--- src/rtl/alu_sequencer.sv ---
// alu_sequencer
//   Multi-cycle controller for an external combinational 16-bit Hack-style ALU.
//   Accepts {op, a, b} over a valid/ready handshake, runs single-pass ops in
//   one ALU pass and MUL as a 16-iteration shift-add loop on the ALU adder,
//   then returns result and ALU flags over a second valid/ready handshake.
//
// Ports
//   clk, rst_n              clock, asynchronous active-low reset
//   req_valid/req_ready     request handshake (ready only in IDLE)
//   req_op[2:0]             0 ADD,1 SUB,2 AND,3 OR,4 NEG,5 PASS,6 MUL,7 INC
//   req_a, req_b [15:0]     operands, captured at acceptance
//   rsp_valid/rsp_ready     response handshake
//   rsp_data[15:0]          result; rsp_zr / rsp_ng its zero / negative flags
//   alu_x, alu_y [15:0]     ALU operands
//   alu_ctl[5:0]            {zx,nx,zy,ny,f,no}
//   alu_o[15:0], alu_zr, alu_ng   ALU result and flags
module alu_sequencer (
  input  logic        clk,
  input  logic        rst_n,
  input  logic        req_valid,
  output logic        req_ready,
  input  logic [2:0]  req_op,
  input  logic [15:0] req_a,
  input  logic [15:0] req_b,
  output logic        rsp_valid,
  input  logic        rsp_ready,
  output logic [15:0] rsp_data,
  output logic        rsp_zr,
  output logic        rsp_ng,
  output logic [15:0] alu_x,
  output logic [15:0] alu_y,
  output logic [5:0]  alu_ctl,
  input  logic [15:0] alu_o,
  input  logic        alu_zr,
  input  logic        alu_ng
);

  typedef enum logic [2:0] {
    S_IDLE,
    S_EXEC,
    S_MUL,
    S_MFLAG,
    S_DONE
  } state_t;

  typedef enum logic [2:0] {
    OP_ADD  = 3'd0,
    OP_SUB  = 3'd1,
    OP_AND  = 3'd2,
    OP_OR   = 3'd3,
    OP_NEG  = 3'd4,
    OP_PASS = 3'd5,
    OP_MUL  = 3'd6,
    OP_INC  = 3'd7
  } op_t;

  localparam logic [5:0] CTL_ADD  = 6'b000010;
  localparam logic [5:0] CTL_SUB  = 6'b010011;
  localparam logic [5:0] CTL_AND  = 6'b000000;
  localparam logic [5:0] CTL_OR   = 6'b010101;
  localparam logic [5:0] CTL_NEG  = 6'b001111;
  localparam logic [5:0] CTL_PASS = 6'b001100;
  localparam logic [5:0] CTL_INC  = 6'b011111;

  state_t      state, state_next;
  op_t         op_r;
  logic [15:0] a_r, b_r;
  logic [15:0] acc, mcand, mplier;
  logic [3:0]  cnt;

  always_ff @(posedge clk or negedge rst_n) begin
    if (!rst_n) begin
      state    <= S_IDLE;
      op_r     <= OP_ADD;
      a_r      <= '0;
      b_r      <= '0;
      acc      <= '0;
      mcand    <= '0;
      mplier   <= '0;
      cnt      <= '0;
      rsp_data <= '0;
      rsp_zr   <= 1'b0;
      rsp_ng   <= 1'b0;
    end else begin
      state <= state_next;
      case (state)
        S_IDLE: begin
          if (req_valid) begin
            op_r <= op_t'(req_op);
            a_r  <= req_a;
            b_r  <= req_b;
            if (req_op == OP_MUL) begin
              acc    <= '0;
              mcand  <= req_a;
              mplier <= req_b;
              cnt    <= '0;
            end
          end
        end
        S_EXEC, S_MFLAG: begin
          rsp_data <= alu_o;
          rsp_zr   <= alu_zr;
          rsp_ng   <= alu_ng;
        end
        S_MUL: begin
          // ALU is computing acc + mcand; keep it only for set multiplier bits
          if (mplier[0]) acc <= alu_o;
          mcand  <= mcand << 1;
          mplier <= mplier >> 1;
          cnt    <= cnt + 4'd1;
        end
        default: ;
      endcase
    end
  end

  always_comb begin
    state_next = state;
    alu_x      = '0;
    alu_y      = '0;
    alu_ctl    = '0;
    case (state)
      S_IDLE: begin
        if (req_valid) state_next = (req_op == OP_MUL) ? S_MUL : S_EXEC;
      end
      S_EXEC: begin
        alu_x = a_r;
        alu_y = b_r;
        case (op_r)
          OP_ADD:  alu_ctl = CTL_ADD;
          OP_SUB:  alu_ctl = CTL_SUB;
          OP_AND:  alu_ctl = CTL_AND;
          OP_OR:   alu_ctl = CTL_OR;
          OP_NEG:  alu_ctl = CTL_NEG;
          OP_PASS: alu_ctl = CTL_PASS;
          OP_INC:  alu_ctl = CTL_INC;
          default: alu_ctl = CTL_ADD;
        endcase
        state_next = S_DONE;
      end
      S_MUL: begin
        alu_x   = acc;
        alu_y   = mcand;
        alu_ctl = CTL_ADD;
        if (cnt == 4'd15) state_next = S_MFLAG;
      end
      S_MFLAG: begin
        // extra pass so the product's flags come from the ALU itself
        alu_x      = acc;
        alu_ctl    = CTL_PASS;
        state_next = S_DONE;
      end
      S_DONE: begin
        if (rsp_ready) state_next = S_IDLE;
      end
      default: state_next = S_IDLE;
    endcase
  end

  assign req_ready = (state == S_IDLE);
  assign rsp_valid = (state == S_DONE);

endmodule

--- config.mk ---
export PLATFORM = sky130hd
export DESIGN_NAME = alu_sequencer
export DESIGN_NICKNAME = d
export VERILOG_FILES = /design/src/rtl/alu_sequencer.sv
export SDC_FILE = /design/constraint.sdc
export NUM_CORES = 1
export LEC_CHECK = 0
export BUFFER_PORTS_ARGS = -buffer_cell sky130_fd_sc_hd__buf_4
export CAP_MARGIN = 20
export CORE_ASPECT_RATIO = 1.5
export CORE_MARGIN = 4
export CORE_UTILIZATION = 50
export DETAILED_ROUTE_END_ITERATION = 8
export PLACE_DENSITY_LB_ADDON = 0.05
export SLEW_MARGIN = 20
export SYNTH_ARGS = -nofsm -noshare
export SYNTH_HDL_FRONTEND = slang
export SYNTH_SLANG_ARGS = --single-unit
--- constraint.sdc ---
create_clock -name clk -period 2.05 [get_ports clk]
set_input_delay 0.1025 -clock clk [delete_from_list [all_inputs] [get_ports clk]]
set_output_delay 0.1025 -clock clk [all_outputs]
set_load 0.1 [all_outputs]
==> impl_metrics.env <==
export IMPL_status="complete, no violations"
export IMPL_pre_cts_slack_ns=0.231
export IMPL_grt_max_degree=64
export IMPL_cts_buffer_depth=2
export IMPL_final_area_um2=6740
export IMPL_ctsRootBufferMaster="sky130_fd_sc_hd__clkbuf_16"
export IMPL_timing_critical_path_from_type="register"
export IMPL_critPathMaxFanout=21
export IMPL_synth_seq_cells=108
export IMPL_final_period_utilization_pct=97.0
export IMPL_route_detailed_wl_per_inst_um=19.9
export IMPL_setup_viol=0
export IMPL_ys_top_cells_by_area="sky130_fd_sc_hd__dfrtp_1 52%, sky130_fd_sc_hd__mux2_2 11%, sky130_fd_sc_hd__a22o_1 5.4%"
export IMPL_critical_path_required_ns=1.95
export IMPL_worstHoldPathType="in -> reg"
export IMPL_seq_area_frac_synth_pct=51.9
export IMPL_synthesis_yosys_warnings=0
export IMPL_grt_pass1_vias=4327
export IMPL_post_dp_hpwl_mm=9.52
export IMPL_htree_levels=3
export IMPL_drive_gt1_share_pct=36.9
export IMPL_place_port_buffers=113
export IMPL_wl_mm=13.7
export IMPL_mappedNetlistArea_um2=5210
export IMPL_first_pass_grt_wire_length_mm=22.0
export IMPL_post_layout_nets=625
export IMPL_vias_per_cell=6.02
export IMPL_synth_most_common_cell="sky130_fd_sc_hd__dfrtp_1"
export IMPL_detailedRoute_firstPassIterationCount=4
export IMPL_tritoncts_num_buffers=9
export IMPL_die_width_um=91.3
export IMPL_final_critical_path_setup_slack_ns=0.0621
export IMPL_fin_skew_ns=0.00818
export IMPL_detail_route_drc_violations=0
export IMPL_number_of_flops_mapped_to_enable_cells_by_yosys=0
export IMPL_die_area_um2=12100
export IMPL_insertedDiodeCount=0
export IMPL_clk_latency_ns=0.34
export IMPL_synth_top_area_share_pct=51.9
export IMPL_synthToLayoutAreaGrowth_pct=29.4
export IMPL_synth_async_reset_ratio_pct=100
export IMPL_core_area_um2=10100
export IMPL_worst_path_buf_inv=2
export IMPL_timing_critical_path_arrival_ns=1.89
export IMPL_antenna_violations_before_repair=0
export IMPL_die_y_um=133
export IMPL_top_level_ports=115
export IMPL_postSynthNetCount=506
export IMPL_via_count=4147
export IMPL_max_clock_freq_mhz=503
export IMPL_grt_setup_unrepaired="no"
export IMPL_hold_viol=0
export IMPL_count_of_distinct_cell_types_in_the_synthesized_netlist=38
export IMPL_gr_total_overflow=0
export IMPL_final_min_clock_period_ns=1.99
export IMPL_cp_end_kind="output pin"
export IMPL_cp_max_stage_delay_ns=0.53
export IMPL_synth_flop_cell="sky130_fd_sc_hd__dfrtp_1"
export IMPL_ant_nets=0
export IMPL_synth_top_cells_by_count="108 x sky130_fd_sc_hd__dfrtp_1, 52 x sky130_fd_sc_hd__mux2_2, 35 x sky130_fd_sc_hd__nor2_1"
export IMPL_final_weighted_congestion_of_routability_driven_global_placement=0.796
export IMPL_num_rows=45
export IMPL_drtIter0Drc=220
export IMPL_timing_worst_setup_path_type="reg -> out"
export IMPL_synth_area_leader_cell="sky130_fd_sc_hd__dfrtp_1"
export IMPL_maxSlewViolCount=0
export IMPL_drv_cap=0
export IMPL_worst_path_max_delay_cell="sky130_fd_sc_hd__dfrtp_2"
export IMPL_post_route_util_pct=66.5
export IMPL_cp_cell_sequence="nor3b_4 -> buf_12 -> a22o_1 -> buf_4"
export IMPL_clkSinkCount=108
export IMPL_effective_utilization_at_floorplan_pct=51.4
export IMPL_track_usage_pct=22.8
export IMPL_post_cts_setup_buffer_count=0
export IMPL_clk_pin_slew_ns=0.07
export IMPL_tritoncts="yes"
export IMPL_avgSynthCellArea_um2=11.6
export IMPL_crit_family="flip-flops"
export IMPL_filler_cell_count=799
export IMPL_post_dp_area_um2=6150
export IMPL_syn_inst=448
## worst reg2reg max path: stages, from the launching register on
cell,delay [ns]
sky130_fd_sc_hd__dfrtp_2,0.53
sky130_fd_sc_hd__nor4b_4,0.42
sky130_fd_sc_hd__buf_12,0.27
sky130_fd_sc_hd__o2bb2ai_4,0.20
sky130_fd_sc_hd__o2bb2ai_1,0.19
## sequential cells by signal (all words and copies together), names as in the netlist
name	cells
mplier	16
state	3
op_r	3
rsp_data	16
acc	16
cnt	4
rsp_zr	1
a_r	16
rsp_ng	1
mcand	16
b_r	16
## final timing paths
path | slack (ns) | to | startpoint | cells after the start
min | 0.01 | rsp_data[7] | alu_o[7] | 2
min reg2reg | 0.51 | rsp_data[4] | rsp_data[4] | 1
max reg2reg | 0.32 | acc[8] | state[2] | 4
max in group asynchronous | 1.16 | state[0] | rst_n | 3
min in group asynchronous | 0.26 | mplier[3] | rst_n | 2
max | 0.06 | alu_y[15] | state[2] | 4
## final cells by class
type,count,area (um2),area share [%]
Tap cell,117,146,2.17
Multi-Input combinational cell,290,2220,32.9
Sequential cell,108,2710,40.2
Timing Repair Buffer,155,1380,20.4
Inverter,3,11.3,0.167
Clock inverter,3,21.3,0.316
Clock buffer,13,260,3.86
## through the flow
step	setup TNS, ns	hold WS (ns)	instances
floorplan	-0.376	-0.193	448
global placement	0	0.0884	650
detailed placement	0	0.0942	650
CTS	0	0.000341	688
global route	0	0.00360	689
finish	0	0.0108	689
## timing repair
action / CTS / global route
resized for setup: 4 / 18
hold buffers: 22 / 1
endpoints found under the hold margin: 51 / 1
pin swaps: 0 / 0
endpoints found under the setup margin: 33 / 18
## per-layer routing
metal  wire length (um)  vias to the layer above  track usage [%]
li1                   -                     1913                -
met4                361                        0             8.98
met1               5660                     2072             28.1
met3                652                       27             4.55
met5                  0                        -                0
met2               7030                      135             39.1
## cells by family (layout without fill, tap and decap cells)
family          Yosys count  after routing  share of synthesized area (%)
buf+inv                  50            174                           6.27
compound gates          126            126                           16.9
flops                   108            108                           51.9
other cells               1              1                         0.0720
simple gates             91             91                           9.82
xor+xnor                  2              2                          0.336
mux                      69             69                           14.5
fa+ha+maj                 1              1                          0.240
## placed cells by master, fill, tap and decap left out, drive strengths merged, types with 23 or more instances in the layout
cell and count:
nor2 35, nand4 33, buf 132, dlygate4sd3 23
mux2 52, dfrtp 108, o21ai 38, a22o 32
a31oi 30
Power is left out: the tool's default activity adds up to more than one toggle a clock period on the data nets, which glitch-free logic cannot reach.
